## src/rtl/cpu_pkg.sv

```systemverilog
// Shared ISA constants, instruction layout and FSM encoding for the multi-cycle core.
package cpu_pkg;

   localparam logic [2:0] OP_RRR  = 3'b000;
   localparam logic [2:0] OP_ADDI = 3'b001;
   localparam logic [2:0] OP_RSVD = 3'b010;
   localparam logic [2:0] OP_LUI  = 3'b011;
   localparam logic [2:0] OP_SW   = 3'b100;
   localparam logic [2:0] OP_LW   = 3'b101;
   localparam logic [2:0] OP_BEQ  = 3'b110;
   localparam logic [2:0] OP_JALR = 3'b111;

   localparam logic [3:0] ALU_ADD  = 4'd0;
   localparam logic [3:0] ALU_SUB  = 4'd1;
   localparam logic [3:0] ALU_AND  = 4'd2;
   localparam logic [3:0] ALU_OR   = 4'd3;
   localparam logic [3:0] ALU_XOR  = 4'd4;
   localparam logic [3:0] ALU_NAND = 4'd5;
   localparam logic [3:0] ALU_SHL  = 4'd6;
   localparam logic [3:0] ALU_SHR  = 4'd7;

   localparam logic [6:0] HALT_IMM = 7'h01;

   localparam logic [1:0] StFetch = 2'd0;
   localparam logic [1:0] StExec  = 2'd1;
   localparam logic [1:0] StMem   = 2'd2;
   localparam logic [1:0] StHalt  = 2'd3;

   // imm7 and imm10 alias the low bits of this layout.
   typedef struct packed {
      logic [2:0] op;
      logic [2:0] ra;
      logic [2:0] rb;
      logic [3:0] alu_op;
      logic [2:0] rc;
   } instr_t;

   function automatic logic is_halt(input logic [15:0] ir);
      return (ir[15:13] == OP_JALR) && (ir[6:0] == HALT_IMM);
   endfunction

endpackage

```

## src/rtl/cpu_mc_if.sv

```systemverilog
// Unified instruction/data memory port with a req/ready handshake.
interface cpu_mc_if #(
   parameter int unsigned XLEN = 16,
   parameter int unsigned AW   = 16
);
   logic            mem_req;
   logic            mem_we;
   logic [AW-1:0]   mem_addr;
   logic [XLEN-1:0] mem_wdata;
   logic [XLEN-1:0] mem_rdata;
   logic            mem_ready;

   modport master (
      output mem_req, mem_we, mem_addr, mem_wdata,
      input  mem_rdata, mem_ready
   );

   modport slave (
      input  mem_req, mem_we, mem_addr, mem_wdata,
      output mem_rdata, mem_ready
   );
endinterface

```

## src/rtl/cpu_mc_regfile.sv

```systemverilog
// Register file: two combinational read ports, a debug read port and one synchronous write port.
module cpu_mc_regfile #(
   parameter int unsigned XLEN = 16,
   parameter int unsigned NREG = 8
) (
   input  logic            clk,
   input  logic            rst_n,
   input  logic [2:0]      ra_sel_i,
   output logic [XLEN-1:0] ra_data_o,
   input  logic [2:0]      rb_sel_i,
   output logic [XLEN-1:0] rb_data_o,
   input  logic [2:0]      dbg_sel_i,
   output logic [XLEN-1:0] dbg_data_o,
   input  logic            we_i,
   input  logic [2:0]      waddr_i,
   input  logic [XLEN-1:0] wdata_i
);

   logic [XLEN-1:0] regs_q [NREG];

   // r0 and unimplemented indices read as zero.
   function automatic logic [XLEN-1:0] rd(input logic [2:0] sel);
      logic [XLEN-1:0] v;
      v = '0;
      if (sel != 3'd0 && 32'(sel) < NREG) v = regs_q[sel];
      return v;
   endfunction

   assign ra_data_o  = rd(ra_sel_i);
   assign rb_data_o  = rd(rb_sel_i);
   assign dbg_data_o = rd(dbg_sel_i);

   always_ff @(posedge clk) begin
      if (!rst_n) begin
         for (int i = 0; i < int'(NREG); i++) regs_q[i] <= '0;
      end else if (we_i && waddr_i != 3'd0 && 32'(waddr_i) < NREG) begin
         regs_q[waddr_i] <= wdata_i;
      end
   end

endmodule

```

## src/rtl/cpu_mc.sv

```systemverilog
// Multi-cycle core: FETCH -> EXEC (-> MEM) -> FETCH over one shared memory port, with HALT.
module cpu_mc
   import cpu_pkg::*;
#(
   parameter int unsigned     XLEN     = 16,
   parameter int unsigned     AW       = 16,
   parameter int unsigned     NREG     = 8,
   parameter logic [XLEN-1:0] RESET_PC = '0
) (
   input  logic            clk,
   input  logic            rst_n,
   cpu_mc_if.master        mem,
   output logic            halted,
   output logic            retired,
   output logic            illegal,
   output logic [XLEN-1:0] dbg_pc,
   input  logic [2:0]      dbg_sel,
   output logic [XLEN-1:0] dbg_data
);

   logic [1:0]      state_q, state_d;
   logic [XLEN-1:0] pc_q, pc_d;
   logic [15:0]     ir_q, ir_d;
   logic [AW-1:0]   addr_q, addr_d;
   logic [XLEN-1:0] wdata_q, wdata_d;

   instr_t          ins;
   logic [2:0]      rx_sel;
   logic [XLEN-1:0] rs_b, rs_x;
   logic [XLEN-1:0] sext7, lui_val, pc_inc, ea, alu_res;
   logic [3:0]      shamt;
   logic            rf_we;
   logic [XLEN-1:0] rf_wdata;
   logic            xfer;

   assign ins     = instr_t'(ir_q);
   // Second read port serves rC for RRR and rA (store data / compare) otherwise.
   assign rx_sel  = (ins.op == OP_RRR) ? ins.rc : ins.ra;
   assign sext7   = XLEN'($signed(ir_q[6:0]));
   assign lui_val = XLEN'({ir_q[9:0], 6'b0});
   assign pc_inc  = pc_q + XLEN'(1);
   assign ea      = rs_b + sext7;
   assign shamt   = rs_x[3:0];
   assign xfer    = mem.mem_req && mem.mem_ready;

   cpu_mc_regfile #(
      .XLEN(XLEN),
      .NREG(NREG)
   ) u_regfile (
      .clk       (clk),
      .rst_n     (rst_n),
      .ra_sel_i  (ins.rb),
      .ra_data_o (rs_b),
      .rb_sel_i  (rx_sel),
      .rb_data_o (rs_x),
      .dbg_sel_i (dbg_sel),
      .dbg_data_o(dbg_data),
      .we_i      (rf_we),
      .waddr_i   (ins.ra),
      .wdata_i   (rf_wdata)
   );

   always_comb begin
      alu_res = '0;
      case (ins.alu_op)
         ALU_ADD:  alu_res = rs_b + rs_x;
         ALU_SUB:  alu_res = rs_b - rs_x;
         ALU_AND:  alu_res = rs_b & rs_x;
         ALU_OR:   alu_res = rs_b | rs_x;
         ALU_XOR:  alu_res = rs_b ^ rs_x;
         ALU_NAND: alu_res = ~(rs_b & rs_x);
         ALU_SHL:  alu_res = rs_b << shamt;
         ALU_SHR:  alu_res = rs_b >> shamt;
         default:  alu_res = '0;
      endcase
   end

   always_comb begin
      state_d  = state_q;
      pc_d     = pc_q;
      ir_d     = ir_q;
      addr_d   = addr_q;
      wdata_d  = wdata_q;
      rf_we    = 1'b0;
      rf_wdata = '0;
      retired  = 1'b0;
      illegal  = 1'b0;

      case (state_q)
         StFetch: begin
            if (xfer) begin
               ir_d    = mem.mem_rdata[15:0];
               state_d = StExec;
            end
         end
         StExec: begin
            state_d = StFetch;
            pc_d    = pc_inc;
            retired = 1'b1;
            case (ins.op)
               OP_RRR: begin
                  rf_we    = 1'b1;
                  rf_wdata = alu_res;
               end
               OP_ADDI: begin
                  rf_we    = 1'b1;
                  rf_wdata = ea;
               end
               OP_LUI: begin
                  rf_we    = 1'b1;
                  rf_wdata = lui_val;
               end
               OP_SW, OP_LW: begin
                  addr_d  = AW'(ea);
                  wdata_d = rs_x;
                  pc_d    = pc_q;
                  retired = 1'b0;
                  state_d = StMem;
               end
               OP_BEQ: begin
                  if (rs_x == rs_b) pc_d = pc_inc + sext7;
               end
               OP_JALR: begin
                  if (is_halt(ir_q)) begin
                     pc_d    = pc_q;
                     state_d = StHalt;
                  end else begin
                     rf_we    = 1'b1;
                     rf_wdata = pc_inc;
                     pc_d     = rs_b;
                  end
               end
               default: illegal = 1'b1;
            endcase
         end
         StMem: begin
            if (xfer) begin
               rf_we    = (ins.op == OP_LW);
               rf_wdata = mem.mem_rdata;
               pc_d     = pc_inc;
               retired  = 1'b1;
               state_d  = StFetch;
            end
         end
         StHalt: ;
         default: state_d = StFetch;
      endcase
   end

   always_ff @(posedge clk) begin
      if (!rst_n) begin
         state_q <= StFetch;
         pc_q    <= RESET_PC;
         ir_q    <= '0;
         addr_q  <= '0;
         wdata_q <= '0;
      end else begin
         state_q <= state_d;
         pc_q    <= pc_d;
         ir_q    <= ir_d;
         addr_q  <= addr_d;
         wdata_q <= wdata_d;
      end
   end

   // Request is gated by rst_n so an in-flight transfer is abandoned as soon as reset asserts.
   assign mem.mem_req   = rst_n && (state_q == StFetch || state_q == StMem);
   assign mem.mem_we    = (state_q == StMem) && (ins.op == OP_SW);
   assign mem.mem_addr  = (state_q == StMem) ? addr_q : AW'(pc_q);
   assign mem.mem_wdata = wdata_q;

   assign halted = (state_q == StHalt);
   assign dbg_pc = pc_q;

endmodule
```

## src/flat_wrapper.sv

```systemverilog
// flat-port wrapper written by rule: the top's interface ports become plain ports
module cpu_mc_flat import cpu_pkg::*;
#(
   parameter int unsigned     XLEN     = 16,
   parameter int unsigned     AW       = 16,
   parameter int unsigned     NREG     = 8,
   parameter logic [XLEN-1:0] RESET_PC = '0
)
  (clk, rst_n, halted, retired, illegal, dbg_pc, dbg_sel, dbg_data, mem_mem_req, mem_mem_we, mem_mem_addr, mem_mem_wdata, mem_mem_rdata, mem_mem_ready);
  cpu_mc_if #(.XLEN(XLEN), .AW(AW)) mem_i ();
  input  logic clk;
  input  logic rst_n;
  output logic halted;
  output logic retired;
  output logic illegal;
  output logic [XLEN-1:0] dbg_pc;
  input  logic [2:0] dbg_sel;
  output logic [XLEN-1:0] dbg_data;
  output wire logic [$bits(mem_i.mem_req)-1:0] mem_mem_req;
  output wire logic [$bits(mem_i.mem_we)-1:0] mem_mem_we;
  output wire logic [$bits(mem_i.mem_addr)-1:0] mem_mem_addr;
  output wire logic [$bits(mem_i.mem_wdata)-1:0] mem_mem_wdata;
  input wire logic [$bits(mem_i.mem_rdata)-1:0] mem_mem_rdata;
  input wire logic [$bits(mem_i.mem_ready)-1:0] mem_mem_ready;
  assign mem_mem_req = mem_i.mem_req;
  assign mem_mem_we = mem_i.mem_we;
  assign mem_mem_addr = mem_i.mem_addr;
  assign mem_mem_wdata = mem_i.mem_wdata;
  assign mem_i.mem_rdata = mem_mem_rdata;
  assign mem_i.mem_ready = mem_mem_ready;
  cpu_mc #(.XLEN(XLEN), .AW(AW), .NREG(NREG), .RESET_PC(RESET_PC)) u_core (.clk(clk), .rst_n(rst_n), .mem(mem_i), .halted(halted), .retired(retired), .illegal(illegal), .dbg_pc(dbg_pc), .dbg_sel(dbg_sel), .dbg_data(dbg_data));
endmodule
```

## config.mk

```make
export PLATFORM = sky130hd
export DESIGN_NAME = cpu_mc_flat
export DESIGN_NICKNAME = d
export VERILOG_FILES = /design/src/rtl/cpu_pkg.sv /design/src/rtl/cpu_mc_if.sv /design/src/rtl/cpu_mc_regfile.sv /design/src/rtl/cpu_mc.sv /design/src/flat_wrapper.sv
export SDC_FILE = /design/constraint.sdc
export NUM_CORES = 1
export LEC_CHECK = 0
export ABC_CLOCK_PERIOD_IN_PS = 13700
export BUFFER_PORTS_ARGS = -buffer_cell sky130_fd_sc_hd__clkbuf_2
export CORE_MARGIN = 1
export CORE_UTILIZATION = 65
export DETAILED_ROUTE_END_ITERATION = 10
export PLACE_DENSITY = 0.91
export REMOVE_ABC_BUFFERS = 1
export SETUP_SLACK_MARGIN = 0.1
export SKIP_CTS_REPAIR_TIMING = 1
export SYNTH_ARGS = -nofsm -noshare
export SYNTH_HDL_FRONTEND = slang
export SYNTH_SLANG_ARGS = --single-unit
export TNS_END_PERCENT = 10
```

## constraint.sdc

```tcl
create_clock -name clk -period 13.7 [get_ports clk]
set_clock_uncertainty 0.05 [all_clocks]
set_input_delay 2.74 -clock clk [delete_from_list [all_inputs] [get_ports clk]]
set_output_delay 2.74 -clock clk [all_outputs]
set_load 0.02 [all_outputs]
```

==> summary.md <==
| Metric | Value |
|---|---|
| Status | finished, violations left |
| Failing checks | design-rule violations |
| Worst Path Class, Setup | primary input to primary output |
| Final Instance Count excl. Fillers | 2399 |
| Initial DRC count | 3554 |
| Die footprint | 26900 sq um |
| Clk sinks | 197 |
| Fraction of layout cells with a size suffix above 1 | 0.147 |
| CP Launch Type | primary input |
| Syn Area/Cell | 8.37 sq um |
| Top cells by area, synth | edfxtp_1, dfxtp_1, ha_1, mux4_2, a21oi_1 |
| Initial core utilization | 0.671 |
| Synth top area share | 0.225 |
| Hpwl dp | 45900 um |
| Largest stage delay, worst path | 1.02 ns |
| Pre-antenna DRT Iters | 11 |
| Ant. Diodes | 0 |
| Yosys warning total | 0 |
| Max Clock Freq | 123 MHz |
| Area after DPL | 17700 sq um |
| Largest net degree at the start of global routing | 72 |
| Crit path DAT | 5.32 ns |
| Count of cell types in the netlist | 101 |
| Synthesized flop and latch total | 197 |
| FF/Latch Area | 5230 sq um |
| Vias | 18057 |
| Placed Cells | 2367 |
| Area leader, netlist | edfxtp_1 |
| Endpoints failing setup | 0 |
| GPL Wtd Cong | 1.09 |
| Gr usage total | 0.494 |
| Crit Path Max Fanout | 33 |
| Worst Setup EP | dbg_data[13] |
| Most used cell, CP | clkbuf_2 |
| Number of synthesized flops with an enable pin | 128 |
| Sequential area share after synthesis | 0.306 |
| Clock slew at reported path FFs | 0.08 ns |
| Pwr dens | 102 nW/um^2 |
| Worst r2r src | u_core.ins[15] |
| R2R depth | 19 |
| Die Span Y | 164 um |
| R2r setup slk | 6.37 ns |
| Avg Vias per Cell | 7.53 |
| H-tree depth | 4 |
| Total power | 0.00187 W |
| Core Area | 25500 sq um |
| Critical-path cell list | clkbuf_2 > nor2b_2 > a221oi_1 > a21oi_1 > clkbuf_2 |
| Fillers | 1928 |
| Vias in the first global route | 16728 |
| Post-Syn Area | 17100 sq um |
| Final instance area | 18300 sq um |
| VDD IR max | 82.6 uV |
| WHS Path Cells | 2 |
| First-pass GRT wire length | 98500 um |
| CP required | 10.91 ns |
| Asr flop ratio synth | 0 |
| Clk_lat worst skew | 0.48 ns |
| Min cycle time layout | 8.11 ns |
| Nature of the critical path endpoint | primary output |
| Initial antenna violation count | 0 |
| Num rows | 58 |
| Top_reg_cell synth | edfxtp_1 |
| HP Class | flip-flop to flip-flop |
| Io pins | 91 |
| Grt total ovfl | 0 |
| Die span in x | 164 um |
| Setup TNS Final | 0 ns |
| Clock Tree Buf Depth | 2 |
| Drt drc | 4 |
| CTS tree | built |
| Maxcap violations | 0 |
| Clock root cell | clkbuf_16 |
| Final Util | 0.720 |
| Hold Vio Cnt, Final | 0 |
| Final Max Slew Viols | 0 |
| Tcrit/Tclk final | 0.592 |
| Cells after Synth | 2041 |
| ANT nets after route | 0 |
| Slew @ Worst Pin | 1.25 ns |
| Input/output buffers | 90 |
| Slew headroom | 0.162 |
| CTS buffer count | 17 |
| Drt wl/cell | 27.7 um |
| Worst setup path start | dbg_sel[1] |
| Leakage | 6.78 nW |
| Footprint of the multi-input gates | 11000 sq um |
| Final WL | 66500 um |
| RSZ-0062 raised after global routing | false |
| R2R Path End | u_core.u_regfile.regs_q[4][10] |
| Critical-path top delay cell | nor2b_2 |
| Area Overhead vs Synth | 7.29% |
| Fin nets | 2168 |
## worst min path at each step
stage / startpoint / slack, ns / end
2_1_floorplan: u_core.addr_q[10] / 0.38 / u_core.addr_q[10]
3_3_place_gp: u_core.addr_q[12] / 0.39 / u_core.addr_q[12]
3_5_place_dp: u_core.addr_q[10] / 0.40 / u_core.addr_q[10]
4_1_cts: u_core.mem.mem_wdata[10] / 0.41 / u_core.mem.mem_wdata[10]
5_1_grt: u_core.addr_q[12] / 0.43 / u_core.addr_q[12]
6_report: u_core.mem.mem_wdata[10] / 0.41 / u_core.mem.mem_wdata[10]
## cell usage after synthesis (6+ instances only)
cell / number
a221o_1: 7
a31oi_1: 20
and2_1: 8
a22oi_1: 12
or3_1: 12
buf_4: 8
mux2i_1: 37
a21oi_1: 197
ha_1: 86
and3_1: 13
o22ai_1: 16
o21bai_1: 8
a222oi_1: 10
o32ai_1: 6
o311ai_0: 6
o21ai_0: 111
nor3b_1: 6
nand2b_1: 15
nor2_1: 232
o221ai_1: 17
edfxtp_1: 128
dfxtp_1: 69
a221oi_1: 31
nor4_1: 7
nor3_1: 56
mux4_2: 46
o21a_1: 8
nand3_1: 69
xnor2_1: 34
o211ai_1: 16
clkbuf_1: 97
nand2_1: 249
mux2_2: 41
a21o_1: 19
buf_1: 12
a211o_1: 9
nand4_1: 7
buf_2: 30
or2_2: 6
nor2b_1: 22
a211oi_1: 29
xor2_1: 19
o31ai_1: 13
inv_1: 77
## kinds of logic (layout without fill, tap and decap cells)
| kind of cell | count (synthesis) | in the layout | synth area share |
|---|---|---|---|
| xor gates and xnor gates | 53 | 53 | 0.0272 |
| buffers and inverters | 232 | 245 | 0.0558 |
| AOI/OAI and AO/OA | 606 | 606 | 0.237 |
| other | 1 | 16 | 0.000220 |
| and+or+nand+nor | 737 | 737 | 0.196 |
| DFF | 197 | 197 | 0.306 |
| adders and majority gates | 90 | 90 | 0.0677 |
| muxes | 125 | 125 | 0.110 |
## registers in the layout, indices dropped and copies added, names as in the netlist, named ones only
register,flops
u_core.dbg_pc,16
u_core.mem.mem_wdata,16
u_core.state_q,2
u_core.addr_q,16
u_core.ins,16
u_core.u_regfile.regs_q,128
## critical path: cells and delay by family
kind	cells	cell delay [ns]
and+or+nand+nor	1	1.02
AOI/OAI and AO/OA	2	0.56
buffers and inverters	2	0.98
## area by class of cell
type	instances	area share
multi-input combinational	1627	0.599
sequential	197	0.285
timing repair buffer	130	0.0410
clock buffer	17	0.0232
tap	330	0.0225
inverter	83	0.0170
clock inverter	15	0.0119
## where the power goes
part / internal, W / switching [W] / total (W)
logic: 0.000203 / 0.000412 / 0.000615
registers: 0.000655 / 0.0000285 / 0.000684
clock network: 0.000259 / 0.000314 / 0.000574
total: 0.00112 / 0.000754 / 0.00187
## metrics by stage
step	setup slack [ns]	hold WS (ns)
detailed placement	5.84	0.397
floorplan	6.27	0.383
global route	5.66	0.428
finish	5.59	0.405
CTS	5.81	0.409
global placement	5.92	0.389
## per-layer routing
layer | wire (um) | up-vias | track usage
met5 | 0 | - | 0.00189
met4 | 5150 | 0 | 0.330
met3 | 11400 | 431 | 0.176
met2 | 27700 | 1777 | 0.718
met1 | 22200 | 8253 | 0.614
li1 | - | 7596 | -
## cells in the final DEF, fill, tap and decap left out, drive strengths merged, types with 8 or more instances in the layout
cell type / count
and2: 13
a22oi: 13
o21a: 9
o31ai: 16
nor2b: 22
a211o: 9
inv: 90
a21oi: 198
dfxtp: 69
nor2: 235
or3: 12
a31oi: 20
a21o: 19
o21bai: 8
buf: 40
o211ai: 16
nand2: 251
clkbuf: 107
a211oi: 31
mux2: 41
mux4: 46
conb: 16
o21ai: 116
edfxtp: 128
o221ai: 18
a222oi: 10
xnor2: 34
and3: 13
nor3: 57
o22ai: 16
a221oi: 34
xor2: 19
mux2i: 38
nand2b: 15
nand3: 69
ha: 86
(Power assumes the default switching activity.)
